`src/rtl/ws2811_receiver_if.sv`:
```
// ws2811_receiver_if: decoded pixel/frame event bundle from the WS2811 receiver.
// master drives the events, slave consumes them.
interface ws2811_receiver_if;
    logic [23:0] pixelOUT;
    logic [15:0] indexOUT;
    logic        validOUT;
    logic        latchOUT;
    logic        errorOUT;

    modport master (
        output pixelOUT,
        output indexOUT,
        output validOUT,
        output latchOUT,
        output errorOUT
    );

    modport slave (
        input pixelOUT,
        input indexOUT,
        input validOUT,
        input latchOUT,
        input errorOUT
    );
endinterface

```
`src/rtl/ws2811_receiver.sv`:
```
// ws2811_receiver: WS2811/WS2812 serial line to 24-bit pixel words.
// Optional WS2811_RX_GLITCH_FILTER_EN adds a 3-sample majority filter.
module ws2811_receiver #(
    parameter int CLOCK_SPEED  = 50_000_000,
    parameter int THRESHOLD_NS = 500,
    parameter int MAX_HIGH_NS  = 2000,
    parameter int RESET_NS     = 50_000
) (
    input  logic              clkIN,
    input  logic              resetIN,
    input  logic              dataIN,
    ws2811_receiver_if.master rx
);

    localparam longint CLK_KHZ = longint'(CLOCK_SPEED / 1000);
    localparam int THRESHOLD_CYCLES =
        int'(CLK_KHZ * THRESHOLD_NS / 1_000_000);
    localparam int MAX_HIGH_CYCLES =
        int'(CLK_KHZ * MAX_HIGH_NS / 1_000_000);
    localparam int RESET_CYCLES =
        int'(CLK_KHZ * RESET_NS / 1_000_000);
    localparam int CW = $clog2(RESET_CYCLES + 1);

    localparam logic [CW-1:0] THR      = CW'(THRESHOLD_CYCLES);
    localparam logic [CW-1:0] MAX_LAST = CW'(MAX_HIGH_CYCLES - 1);
    localparam logic [CW-1:0] RST_LAST = CW'(RESET_CYCLES - 1);
    localparam logic [CW-1:0] CNT_ONE  = CW'(1);

    typedef enum logic [1:0] {
        WAIT_RESET,
        IDLE,
        HIGH,
        LOW
    } state_t;

    logic meta_q;
    logic sync_q;
    logic s;
    logic s_prev_q;

    always_ff @(posedge clkIN or posedge resetIN) begin
        if (resetIN) begin
            meta_q <= 1'b0;
            sync_q <= 1'b0;
        end else begin
            meta_q <= dataIN;
            sync_q <= meta_q;
        end
    end

`ifdef WS2811_RX_GLITCH_FILTER_EN
    logic d1_q;
    logic d2_q;
    logic filt_q;

    always_ff @(posedge clkIN or posedge resetIN) begin
        if (resetIN) begin
            d1_q   <= 1'b0;
            d2_q   <= 1'b0;
            filt_q <= 1'b0;
        end else begin
            d1_q   <= sync_q;
            d2_q   <= d1_q;
            filt_q <= (sync_q & d1_q) | (sync_q & d2_q) | (d1_q & d2_q);
        end
    end

    assign s = filt_q;
`else
    assign s = sync_q;
`endif

    state_t      state_q;
    logic [CW-1:0] cnt_q;
    logic [4:0]  bitcnt_q;
    logic [15:0] idx_q;
    logic [23:0] shift_q;
    logic [23:0] pixel_q;
    logic [15:0] index_q;
    logic        valid_q;
    logic        latch_q;
    logic        error_q;

    logic          rise;
    logic          fall;
    logic          bit_d;
    logic [23:0]   shift_d;
    logic [CW-1:0] cnt_d;

    assign rise    = s & ~s_prev_q;
    assign fall    = ~s & s_prev_q;
    assign bit_d   = (cnt_q >= THR);
    assign shift_d = {shift_q[22:0], bit_d};
    assign cnt_d   = (&cnt_q) ? cnt_q : cnt_q + CNT_ONE;

    always_ff @(posedge clkIN or posedge resetIN) begin
        if (resetIN) begin
            state_q  <= WAIT_RESET;
            s_prev_q <= 1'b0;
            cnt_q    <= '0;
            bitcnt_q <= '0;
            idx_q    <= '0;
            shift_q  <= '0;
            pixel_q  <= '0;
            index_q  <= '0;
            valid_q  <= 1'b0;
            latch_q  <= 1'b0;
            error_q  <= 1'b0;
        end else begin
            s_prev_q <= s;
            valid_q  <= 1'b0;
            latch_q  <= 1'b0;
            error_q  <= 1'b0;
            unique case (state_q)
                // Only start decoding after a full gap: never mid-frame.
                WAIT_RESET: begin
                    if (s) begin
                        cnt_q <= '0;
                    end else if (cnt_q == RST_LAST) begin
                        cnt_q   <= '0;
                        state_q <= IDLE;
                    end else begin
                        cnt_q <= cnt_d;
                    end
                end
                IDLE: begin
                    if (rise) begin
                        cnt_q   <= CNT_ONE;
                        state_q <= HIGH;
                    end
                end
                HIGH: begin
                    if (fall) begin
                        shift_q <= shift_d;
                        cnt_q   <= CNT_ONE;
                        state_q <= LOW;
                        if (bitcnt_q == 5'd23) begin
                            pixel_q  <= shift_d;
                            index_q  <= idx_q;
                            valid_q  <= 1'b1;
                            idx_q    <= idx_q + 16'd1;
                            bitcnt_q <= '0;
                        end else begin
                            bitcnt_q <= bitcnt_q + 5'd1;
                        end
                    end else if (cnt_q == MAX_LAST) begin
                        error_q  <= 1'b1;
                        bitcnt_q <= '0;
                        idx_q    <= '0;
                        cnt_q    <= '0;
                        state_q  <= WAIT_RESET;
                    end else begin
                        cnt_q <= cnt_d;
                    end
                end
                LOW: begin
                    if (rise) begin
                        cnt_q   <= CNT_ONE;
                        state_q <= HIGH;
                    end else if (cnt_q == RST_LAST) begin
                        // A partial pixel at the latch gap is a framing error.
                        latch_q  <= 1'b1;
                        error_q  <= (bitcnt_q != 5'd0);
                        bitcnt_q <= '0;
                        idx_q    <= '0;
                        cnt_q    <= '0;
                        state_q  <= IDLE;
                    end else begin
                        cnt_q <= cnt_d;
                    end
                end
            endcase
        end
    end

    assign rx.pixelOUT = pixel_q;
    assign rx.indexOUT = index_q;
    assign rx.validOUT = valid_q;
    assign rx.latchOUT = latch_q;
    assign rx.errorOUT = error_q;

endmodule

```
`src/flat_wrapper.sv`:
```
// flat-port wrapper written by rule: the top's interface ports become plain ports
module ws2811_receiver_flat 
#(
    parameter int CLOCK_SPEED  = 50_000_000,
    parameter int THRESHOLD_NS = 500,
    parameter int MAX_HIGH_NS  = 2000,
    parameter int RESET_NS     = 50_000
)
  (clkIN, resetIN, dataIN, rx_pixelOUT, rx_indexOUT, rx_validOUT, rx_latchOUT, rx_errorOUT);
  ws2811_receiver_if rx_i ();
  input  logic clkIN;
  input  logic resetIN;
  input  logic dataIN;
  output wire logic [$bits(rx_i.pixelOUT)-1:0] rx_pixelOUT;
  output wire logic [$bits(rx_i.indexOUT)-1:0] rx_indexOUT;
  output wire logic [$bits(rx_i.validOUT)-1:0] rx_validOUT;
  output wire logic [$bits(rx_i.latchOUT)-1:0] rx_latchOUT;
  output wire logic [$bits(rx_i.errorOUT)-1:0] rx_errorOUT;
  assign rx_pixelOUT = rx_i.pixelOUT;
  assign rx_indexOUT = rx_i.indexOUT;
  assign rx_validOUT = rx_i.validOUT;
  assign rx_latchOUT = rx_i.latchOUT;
  assign rx_errorOUT = rx_i.errorOUT;
  ws2811_receiver #(.CLOCK_SPEED(CLOCK_SPEED), .THRESHOLD_NS(THRESHOLD_NS), .MAX_HIGH_NS(MAX_HIGH_NS), .RESET_NS(RESET_NS)) u_core (.clkIN(clkIN), .resetIN(resetIN), .dataIN(dataIN), .rx(rx_i));
endmodule
```
`config.mk`:
```
export PLATFORM = sky130hd
export DESIGN_NAME = ws2811_receiver_flat
export DESIGN_NICKNAME = d
export VERILOG_FILES = /design/src/rtl/ws2811_receiver_if.sv /design/src/rtl/ws2811_receiver.sv /design/src/flat_wrapper.sv
export SDC_FILE = /design/constraint.sdc
export NUM_CORES = 1
export LEC_CHECK = 0
export BUFFER_PORTS_ARGS = -buffer_cell sky130_fd_sc_hd__clkbuf_2
export CORE_MARGIN = 1.5
export CORE_UTILIZATION = 27
export DETAILED_ROUTE_END_ITERATION = 8
export PLACE_DENSITY = 0.44
export REMOVE_ABC_BUFFERS = 1
export SKIP_LAST_GASP = 1
export SLEW_MARGIN = 5
export SYNTH_ARGS = -nofsm -noshare
export SYNTH_HDL_FRONTEND = slang
export SYNTH_SLANG_ARGS = --single-unit
```
`constraint.sdc`:
```
create_clock -name clkIN -period 8 [get_ports clkIN]
set_clock_uncertainty 0.15 [all_clocks]
set_input_delay 0.4 -clock clkIN [delete_from_list [all_inputs] [get_ports clkIN]]
set_output_delay 0.4 -clock clkIN [all_outputs]
set_load 0.005 [all_outputs]
```
==> results of run 1 <==
-- state kept, by name, indices dropped and copies added (netlist names) --
name / flops
u_core.s: 1
u_core.s_prev_q: 1
u_core.rx.indexOUT: 16
u_core.rx.pixelOUT: 24
u_core.idx_q: 16
u_core.rx.validOUT: 1
u_core.meta_q: 1
u_core.rx.latchOUT: 1
u_core.shift_q: 23
u_core.bitcnt_q: 5
u_core.state_q: 2
u_core.cnt_q: 12
u_core.rx.errorOUT: 1
-- timing repair --
action,4_1_cts,5_1_grt
endpoints found under the hold margin,24,0
hold buffers,2,0
endpoints found under the setup margin,0,0
-- metrics by stage --
| stage | hold slack [ns] | cell area (µm²) | power [mW] | worst slack (ns) | std cells |
|---|---|---|---|---|---|
| detailed placement | 0.1855 | 5169 | 0.5676 | 5.239 | 701 |
| global route | 0.2107 | 5494 | 1.053 | 4.952 | 719 |
| global placement | 0.1815 | 5169 | 0.5671 | 5.280 | 701 |
| CTS | 0.2026 | 5494 | 1.028 | 5.221 | 719 |
| finish | 0.2009 | 5494 | 1.011 | 5.216 | 719 |
| floorplan | 0.1812 | 4612 | 0.5590 | 3.688 | 426 |
-- logic make-up (layout without fill, tap and decap cells) --
logic type | count (synthesis) | count (layout)
AO/OA/AOI/OAI | 75 | 75
XOR/XNOR | 4 | 4
adder cells (fa/ha/maj) | 6 | 6
buffers and inverters | 33 | 77
flip-flops | 104 | 104
multiplexers | 41 | 41
AND/OR/NAND/NOR | 187 | 187
-- area by class of cell --
type / instances / area, µm² / share of cell area
Sequential cell: 104 / 2603 / 0.4737
Clock buffer: 9 / 225.2 / 0.04099
Inverter: 9 / 36.28 / 0.006604
Clock inverter: 7 / 80.08 / 0.01458
Multi-Input combinational cell: 313 / 1986 / 0.3614
Timing Repair Buffer: 52 / 282.8 / 0.05147
Tap cell: 225 / 281.5 / 0.05124
-- synth_stat cells, drive strengths merged (3+ instances only) --
| library cell | instances | area share |
|---|---|---|
| nor3 | 7 | 0.0074 |
| a21oi | 14 | 0.015 |
| nand2b | 4 | 0.0053 |
| a21o | 5 | 0.0080 |
| o21ai | 13 | 0.014 |
| a41oi | 3 | 0.0056 |
| mux2 | 40 | 0.095 |
| xor2 | 3 | 0.0056 |
| inv | 9 | 0.0072 |
| a22o | 5 | 0.0093 |
| a31oi | 18 | 0.024 |
| nand3b | 3 | 0.0048 |
| and3 | 8 | 0.011 |
| nor2 | 25 | 0.020 |
| nor4b | 4 | 0.012 |
| nand4 | 10 | 0.013 |
| and2 | 5 | 0.0066 |
| ha | 6 | 0.016 |
| buf | 9 | 0.011 |
| clkbuf | 15 | 0.012 |
| nand2 | 95 | 0.076 |
| nand3 | 14 | 0.015 |
| dfrtp | 104 | 0.55 |
-- cell usage in the layout (no fill, tap or decap), types with 10 or more instances in the layout --
master    instances
dfrtp_1         104
nand2_1          94
clkbuf_2         45
mux2_2           39
nor2_1           23
a31oi_1          18
nand3_1          14
a21oi_1          14
o21ai_0          13
nand4_1          10
-- critical path: stages, from the launching register on --
cell     delay, ns
dfrtp_1       0.41
ha_1          0.24
nor4b_4       0.38
nand3_1       0.25
o22ai_2       0.31
and2_1        0.55
mux2_1        0.38
-- how the worst max path moves through the flow --
stage / slack, ns / endpoint / startpoint
after global routing: 4.95 / u_core.bitcnt_q[0] / u_core.cnt_q[0]
after global placement: 5.28 / u_core.rx.pixelOUT[11] / u_core.state_q[1]
after CTS: 5.22 / u_core.bitcnt_q[0] / u_core.cnt_q[0]
after floorplan: 3.69 / u_core.idx_q[11] / u_core.state_q[1]
after detailed placement: 5.24 / u_core.rx.pixelOUT[15] / u_core.state_q[1]
final: 5.22 / u_core.bitcnt_q[0] / u_core.cnt_q[0]
-- power by group through the flow --
stage	registers [mW]	clock network, mW	logic [mW]
detailed placement	0.540	0	0.0277
CTS	0.529	0.470	0.0286
global placement	0.540	0	0.0273
global route	0.530	0.490	0.0325
floorplan	0.540	0	0.0195
finish	0.530	0.454	0.0275
-- layer usage --
metal | vias to the layer above | routed length, µm | global-route usage
met1 | 1685 | 4782 | 0.1506
met2 | 43 | 4862 | 0.1862
met4 | 0 | 110 | 0.03943
li1 | 1667 | - | -
met5 | - | 0 | 0
met3 | 7 | 380 | 0.03068
==> metrics.md, run 1 <==
| Metric | Value |
|---|---|
| Synth Register Bits | `104` |
| Critical path launch point type | `flop` |
| Fmax | `359.2 MHz` |
| Nets | `498` |
| Final Hold Viols | `0` |
| Overall Global Routing Usage | `0.1156` |
| Initial Util | `0.2748` |
| Outcome | `finished, final reports clean` |
| Leak | `2.667 nW` |
| Register area share after synthesis | `0.5514` |
| Postcts setup bufs | `0` |
| First-pass GRT wire length | `16.50 mm` |
| Reg clk slew, reported paths | `0.07 ns` |
| Hold_sp | `u_core.meta_q` |
| Initial antenna violation count | `0` |
| Switching part of the total | `0.2272` |
| Hold Path Class | `flop to flop` |
| Final Util | `0.3199` |
| Comb power frac | `0.027` |
| Synth Area in Simple Gates | `0.1906` |
| Post-synth top flop | `dfrtp_1` |
| Synth Cell Area | `4720 µm²` |
| Max-cap check violation count | `0` |
| Fin crit period | `2.784 ns` |
| Post-CTS Resized | `0` |
| # rows | `48` |
| DPL Wire Length | `6.765 mm` |
| GP Congestion | `0.8539` |
| Cell count of the worst reg-to-reg path | `6` |
| Share of cells above drive strength 1 | `0.2267` |
| Drt wl/cell | `14.10 µm` |
| Sequential share of power | `0.524` |
| Vias in the first global route | `3190` |
| Worst reg2reg setup slack | `5.22 ns` |
| Core area | `17180 µm²` |
| RSZ-0062 raised after global routing | `false` |
| PwrDens | `184.0 nW/µm²` |
| Crit-path max FO | `14` |
| Mean Syn Cell Area | `10.49 µm²` |
| XOR/XNOR Fraction of Synth Area | `0.007423` |
| Largest family of logic cells by synthesized area | `simple AND/OR/NAND/NOR gates` |
| Post-synthesis cell type count | `57` |
| EDFF count, synth | `0` |
| Worst EP arrival | `2.86 ns` |
| Routed via count | `3402` |
| Fin crit share | `0.3480` |
| DRC | `0` |
| Worst hold path endpoint | `u_core.s` |
| Sink Count | `104` |
| Clock insertion delay at the later pin of the skew report | `0.35 ns` |
| Mux share of post-synthesis cell area | `0.09756` |
| Compound-cell area share of the yosys netlist | `0.1071` |
| Filler Cells Inserted | `1804` |
| First-pass DRT Iterations | `4` |
| GRT overflow | `0` |
| Crit path kind | `flop to flop` |
| Synth Area in Adders | `0.01591` |
| Reg-to-Reg Start | `u_core.cnt_q[0]` |
| Num CTS Buffers | `9` |
| Chip Width | `135.2 µm` |
| Cell Int Power | `781.3 µW` |
| Final wirelength | `10.14 mm` |
| Max-slew violations | `0` |
| N_diodes | `0` |
| CTS H-tree depth | `3` |
| P_sw | `229.6 µW` |
| Clock power share | `0.449` |
| Post-route ant nets | `0` |
| # IOs | `46` |
| 1st-iter DRT viols | `154` |
| Worst-case clock buffer depth | `2` |
| Vias per cell | `4.732` |
| Hold depth | `0` |
| CTS tree | `yes` |
| Post-synth ARST share | `1.000` |
| Die extent in y | `135.2 µm` |
| Maximum vdd drop | `0.08872 mV` |
| Fin Setup TNS | `0 ns` |
| Area grow syn2layout | `16.41%` |
| Ys Warns | `0` |
| Synth Instances | `450` |
| Pin count of the biggest net entering global routing | `59` |
| Worst Path Required | `8.08 ns` |
| CTS root buf | `clkbuf_16` |
| Slew @ Worst Pin | `0.8691 ns` |
| Reg2Reg Capture Point | `u_core.bitcnt_q[0]` |
| Worst setup EP type | `flop` |
| IO Port Bufs | `45` |
| Slew headroom | `0.4206` |
| Die area | `18280 µm²` |
| Setup Viol. Count Final | `0` |
Note: power is estimated with default switching activity, not from simulation.
==> run 2, diff against run 1 <==
==> constraint.sdc (replaced) <==
create_clock -name clkIN -period 2.6 [get_ports clkIN]
set_clock_uncertainty 0.15 [all_clocks]
set_input_delay 0.13 -clock clkIN [delete_from_list [all_inputs] [get_ports clkIN]]
set_output_delay 0.13 -clock clkIN [all_outputs]
set_load 0.005 [all_outputs]
==> run 2 against run 1 <==
- cell area rose by 0.82%
- via count grew 0.18%
- final cell count is 0.42% higher
- global-route usage grew 0.49 points
- highest routed layer unchanged
- power grew to 3.0 times the previous value
- first-iteration DRC count grew 28%
- maximum frequency up 15%
- sequential power grew to 3.1 times the previous value
- worst setup slack lost 5.0 ns
- utilization rose by 0.26 points
==> metrics.md, run 2 (synthesized netlist as in run 1, its figures left out) <==
| Metric | Value |
|---|---|
| Share of cells above drive strength 1 | `0.2314 (+0.004668)` |
| Post-route ant nets | `0 (unchanged)` |
| Maximum vdd drop | `0.2915 mV (+230%)` |
| Fmax | `413.9 MHz (+15%)` |
| PwrDens | `556.6 nW/µm² (+200%)` |
| Clock insertion delay at the later pin of the skew report | `0.35 ns (about the same)` |
| Cell count of the worst reg-to-reg path | `6 (unchanged)` |
| Chip Width | `135.2 µm (unchanged)` |
| CTS Hold Bufs | `2 (unchanged)` |
| Area grow syn2layout | `17.36%` |
| Die extent in y | `135.2 µm (unchanged)` |
| DRC | `0 (unchanged)` |
| Max-cap check violation count | `0 (unchanged)` |
| Nets | `502 (+0.80%)` |
| Fin crit period | `2.416 ns (-0.3679 ns)` |
| CTS root buf | `clkbuf_16` |
| Final wirelength | `10.29 mm (+1.5%)` |
| CTS H-tree depth | `3 (unchanged)` |
| Final Instance Area | `5539 µm² (+0.82%)` |
| Pin count of the biggest net entering global routing | `58 (-1.7%)` |
| Max reg flops | `24 (unchanged)` |
| Initial Util | `0.2748 (unchanged)` |
| Post-Layout Cell Count | `722 (+0.42%)` |
| Hold slack final | `0.2134 ns (+0.01252 ns)` |
| Slew @ Worst Pin | `0.8594 ns (-0.009660 ns)` |
| Setup Viol. Count Final | `0 (unchanged)` |
| Crit-path max FO | `12 (-2)` |
| Worst reg2reg setup slack | `0.18 ns (-5.03 ns)` |
| Drt wl/cell | `14.25 µm (+1.1%)` |
| Most frequent cells in the layout | `dfrtp_1 (104), nand2_1 (94), clkbuf_2 (45)` |
| Reg2Reg Capture Point | `u_core.cnt_q[9]` |
| Post-CTS Resized | `0 (unchanged)` |
| N_diodes | `0 (unchanged)` |
| Dpl ws | `0.2174 ns (-5.022 ns)` |
| Reg-to-Reg Start | `u_core.cnt_q[0]` |
| Routed via count | `3408 (+0.18%)` |
| Num CTS Buffers | `9 (unchanged)` |
| First-pass DRT Iterations | `4 (unchanged)` |
| Fin Setup TNS | `0 ns (unchanged)` |
| 1st-iter DRT viols | `197 (+28%)` |
| Crit path kind | `flop to flop` |
| Critical path launch point type | `flop` |
| Fin crit share | `0.9293 (+0.5813)` |
| GP Congestion | `0.7886 (-7.6%)` |
| DPL Wire Length | `6.988 mm (+3.3%)` |
| Filler Cells Inserted | `1805 (+0.055%)` |
| Reg clk slew, reported paths | `0.07 ns (about the same)` |
| DP Cell Count | `705 (+0.57%)` |
| RSZ-0062 raised after global routing | `false` |
| Leak | `2.692 nW (+0.92%)` |
| Worst Path Required | `2.69 ns (-5.39 ns)` |
| Outcome | `finished, final reports clean` |
| # IOs | `46 (unchanged)` |
| Slew headroom | `0.4271 (+0.006440)` |
| Sink Count | `104 (unchanged)` |
| Worst setup EP type | `flop` |
| First-pass GRT wire length | `17.35 mm (+5.1%)` |
| Vias per cell | `4.720 (-0.24%)` |
| Hold Path Class | `flop to flop` |
| Worst-case clock buffer depth | `2 (unchanged)` |
| Worst hold path endpoint | `u_core.s` |
| IO Port Bufs | `45 (unchanged)` |
| # rows | `48 (unchanged)` |
| Overall Global Routing Usage | `0.1205 (+0.004866)` |
| Vias in the first global route | `3416 (+7.1%)` |
| Total power | `3.083 mW (+200%)` |
| Max-slew violations | `0 (unchanged)` |
| Postcts setup bufs | `0 (unchanged)` |
| Hold_sp | `u_core.meta_q` |
| Final worst setup slack | `0.1839 ns (-5.032 ns)` |
| CTS tree | `yes` |
| Final Util | `0.3225 (+0.002623)` |
| Final Hold Viols | `0 (unchanged)` |
| Hold depth | `0 (unchanged)` |
| GRT overflow | `0 (unchanged)` |
| Commonest non-fill, non-tap cell in the layout | `dfrtp_1` |
| Initial antenna violation count | `0 (unchanged)` |
| Worst EP arrival | `2.51 ns (-0.35 ns)` |
| Area after DPL | `5224 µm² (+1.1%)` |
| Core area | `17180 µm² (unchanged)` |
| Die area | `18280 µm² (unchanged)` |
## run 2: cell types whose count changed in the layout (fill, tap and decap cells not counted), sizes merged
cell / before / now
buf: 5 / 9
clkinv: 3 / 2
inv: 11 / 10
clkbuf: 54 / 55
## run 2: area by class of cell
type	count	area, µm²	area share
Clock inverter	5	56.30	0.01016
Tap cell	225	281.5	0.05082
Inverter	9	36.28	0.006551
Timing Repair Buffer	56	337.8	0.06099
Clock buffer	10	239.0	0.04314
Multi-Input combinational cell	313	1986	0.3585
Sequential cell	104	2603	0.4698
## run 2: report_power, final
group,internal [mW],total (mW),switching (mW),leakage (nW)
Sequential,1.62,1.63,0.00742,1.44
Clock,0.768,1.37,0.599,0.145
Combinational,0.0244,0.0857,0.0612,1.10
## run 2: worst max-delay path, cell delays in order (launching register included)
cell and delay (ns):
dfrtp_1 0.39, ha_1 0.22, nor4b_4 0.39, a41oi_1 0.28, o2bb2ai_1 0.40, a21o_1 0.26, a22o_1 0.22
## run 2: metal layers
| layer | global-route usage | wire length [µm] | vias up |
|---|---|---|---|
| met2 | 0.1939 | 4895 | 41 |
| met1 | 0.1574 | 4887 | 1675 |
| li1 | - | - | 1678 |
| met4 | 0.05197 | 195 | 0 |
| met3 | 0.02469 | 314 | 14 |
| met5 | 0 | 0 | - |
## run 2: how the worst max path moves through the flow
stage,end,from,cells after the start,slack [ns]
floorplan,u_core.idx_q[11],u_core.state_q[1],5,-1.71
global placement,u_core.cnt_q[7],u_core.cnt_q[0],6,0.28
detailed placement,u_core.cnt_q[9],u_core.cnt_q[0],6,0.22
CTS,u_core.cnt_q[9],u_core.cnt_q[0],6,0.21
global route,u_core.cnt_q[7],u_core.cnt_q[0],6,0.008
finish,u_core.cnt_q[9],u_core.cnt_q[0],6,0.18
==> run 3, diff against run 2 <==
--- a/config.mk
+++ b/config.mk
@@ -5,7 +5,7 @@
 export SDC_FILE = /design/constraint.sdc
 export NUM_CORES = 1
 export LEC_CHECK = 0
-export BUFFER_PORTS_ARGS = -buffer_cell sky130_fd_sc_hd__clkbuf_2
+export BUFFER_PORTS_ARGS = -buffer_cell sky130_fd_sc_hd__buf_2
 export CORE_MARGIN = 1.5
 export CORE_UTILIZATION = 27
 export DETAILED_ROUTE_END_ITERATION = 8
==> constraint.sdc (replaced) <==
create_clock -name clkIN -period 2.5 [get_ports clkIN]
set_clock_uncertainty 0.15 [all_clocks]
set_input_delay 0.125 -clock clkIN [delete_from_list [all_inputs] [get_ports clkIN]]
set_output_delay 0.125 -clock clkIN [all_outputs]
set_load 0.005 [all_outputs]
==> run 3 against run 2 <==
- die area is the same
- worst hold slack improved by 0.0042 ns
- sequential cell count unchanged
- critical path type unchanged
- global-route usage decreased by 0.33 points
==> metrics.md, run 3 (synthesized netlist as in run 1, its figures left out) <==
| Metric | Value |
|---|---|
| Outcome | `finished, final reports clean` |
| Postcts setup bufs | `0 (unchanged)` |
| Vias per cell | `4.736 (+0.34%)` |
| Crit path kind | `flop to flop` |
| Share of cells above drive strength 1 | `0.2345 (+0.003081)` |
| Worst setup EP type | `flop` |
| CTS root buf | `clkbuf_16` |
| 1st-iter DRT viols | `317 (+61%)` |
| First-pass GRT wire length | `16.73 mm (-3.5%)` |
| Reg clk slew, reported paths | `0.07 ns (about the same)` |
| Routed via count | `3429 (+0.62%)` |
| CTS H-tree depth | `3 (unchanged)` |
| N_diodes | `0 (unchanged)` |
| Chip Width | `135.2 µm (unchanged)` |
| Crit path cell chain | `ha_1, nor4b_4, a41oi_1, o2bb2ai_1, a21o_1, a22o_1` |
| Post-route ant nets | `0 (unchanged)` |
| Max reg flops | `24 (unchanged)` |
| Total power | `3.276 mW (+6.2%)` |
| Hold Path Class | `flop to flop` |
| Num CTS Buffers | `9 (unchanged)` |
| Final wirelength | `10.21 mm (-0.76%)` |
| CTS tree | `yes` |
| Commonest non-fill, non-tap cell in the layout | `dfrtp_1` |
| Final Instance Area | `5562 µm² (+0.41%)` |
| Area after DPL | `5231 µm² (+0.14%)` |
| Nets | `503 (+0.20%)` |
| Hold_sp | `u_core.meta_q` |
| Overall Global Routing Usage | `0.1172 (-0.003319)` |
| Setup Viol. Count Final | `0 (unchanged)` |
| Fin crit period | `2.410 ns (-0.006316 ns)` |
| Fmax | `415.0 MHz (+0.26%)` |
| Max-cap check violation count | `0 (unchanged)` |
| Initial antenna violation count | `0 (unchanged)` |
| GP Congestion | `0.7896 (+0.13%)` |
| CP startpoint | `u_core.cnt_q[0]` |
| Die extent in y | `135.2 µm (unchanged)` |
| Slew @ Worst Pin | `0.8426 ns (-0.01678 ns)` |
| Worst EP arrival | `2.51 ns (about the same)` |
| IO Port Bufs | `45 (unchanged)` |
| GRT overflow | `0 (unchanged)` |
| Initial Util | `0.2748 (unchanged)` |
| Critical path launch point type | `flop` |
| Area grow syn2layout | `17.84%` |
| # IOs | `46 (unchanged)` |
| Crit-path max FO | `12 (unchanged)` |
| Die area | `18280 µm² (unchanged)` |
| Final Hold Viols | `0 (unchanged)` |
| Final Util | `0.3238 (+0.001311)` |
| Reg-to-Reg Start | `u_core.cnt_q[0]` |
| RSZ-0062 raised after global routing | `true` |
| Leak | `2.746 nW (+2.0%)` |
| DPL Wire Length | `6.649 mm (-4.9%)` |
| Worst Path Required | `2.60 ns (-0.09 ns)` |
| Clock insertion delay at the later pin of the skew report | `0.36 ns (about the same)` |
| Slew headroom | `0.4382 (+0.01119)` |
| Post-CTS Resized | `0 (unchanged)` |
| DRC | `0 (unchanged)` |
| Maximum vdd drop | `0.3085 mV (+5.8%)` |
| First-pass DRT Iterations | `5 (+1)` |
| Vias in the first global route | `3192 (-6.6%)` |
| Worst-case clock buffer depth | `2 (unchanged)` |
| Max-slew violations | `0 (unchanged)` |
| Core area | `17180 µm² (unchanged)` |
| Pin count of the biggest net entering global routing | `105 (+81%)` |
| # rows | `48 (unchanged)` |
| PwrDens | `589.0 nW/µm² (+5.8%)` |
| Post-Layout Cell Count | `724 (+0.28%)` |
| Most frequent cells in the layout | `dfrtp_1 (104), nand2_1 (94), buf_2 (45)` |
| DP Cell Count | `706 (+0.14%)` |
| Fin Setup TNS | `0 ns (unchanged)` |
| Fin crit share | `0.9639 (+0.03464)` |
| Worst path max stage delay | `0.40 ns (about the same)` |
| CP max-delay cell | `dfrtp_1` |
| Drt wl/cell | `14.11 µm (-1.0%)` |
| Sink Count | `104 (unchanged)` |
-- run 3: changes by cell type in the layout (fill, tap and decap cells not counted), moves of 2 or more --
cell | previous run | this run
buf_2 | 0 | 45
clkbuf_2 | 45 | 0
clkinv_2 | 2 | 0
clkinv_4 | 0 | 2
inv_6 | 1 | 3
-- run 3: cell type report --
type / count / area [µm²]
inverters: 9 / 36.28
fillers: 1799 / 11610
well taps: 225 / 281.5
clock buffers: 9 / 225.2
flip-flops and latches: 104 / 2603
repair buffers: 57 / 345.3
multi-input cells: 313 / 1986
clock inverters: 7 / 85.08
-- run 3: report_power, final --
group / internal (mW) / total (mW) / leakage, nW / switching [mW]
Sequential: 1.69 / 1.69 / 1.44 / 0.00759
Combinational: 0.0256 / 0.0895 / 1.15 / 0.0640
Clock: 0.799 / 1.49 / 0.153 / 0.693
Total: 2.51 / 3.28 / 2.75 / 0.764
-- run 3: path summary, 6_finish.rpt --
path | end | slack [ns] | depth (start not counted)
worst max-delay path | u_core.cnt_q[7] | 0.09 | 6
worst min register to register | u_core.s | 0.22 | 0
worst min-delay path | u_core.s | 0.22 | 0
worst max register to register | u_core.cnt_q[7] | 0.09 | 6
min in group asynchronous | u_core.rx.pixelOUT[1] | 0.30 | 4
max in group asynchronous | u_core.idx_q[9] | 1.47 | 4
-- run 3: timing repair --
action / 4_1_cts / 5_1_grt
setup endpoints to repair: 0 / 6
hold buffers: 2 / 0
endpoints found under the hold margin: 105 / 0
-- run 3: metal layers --
layer  up-vias  share of wire  global-route usage
li1       1690              -                   -
met1      1663           0.49              0.1636
met2        62           0.45              0.1735
met3        14          0.042             0.03442
met4         0          0.016             0.03883
met5         -              0                   0
-- run 3: critical path: cells and delay by family, from the launching register on --
family	cells	cell delay, ns
and+or+nand+nor	1	0.37
adders and majority gates	1	0.24
AOI/OAI and AO/OA	4	1.13
DFF	1	0.40
-- run 3: per-stage QoR --
stage	worst slack (ns)	hold slack, ns
floorplan	-1.812	0.006430
global placement	0.1958	0.08794
detailed placement	0.09664	0.08432
CTS	0.09875	0.2220
global route	-0.04299	0.2343
finish	0.09019	0.2176
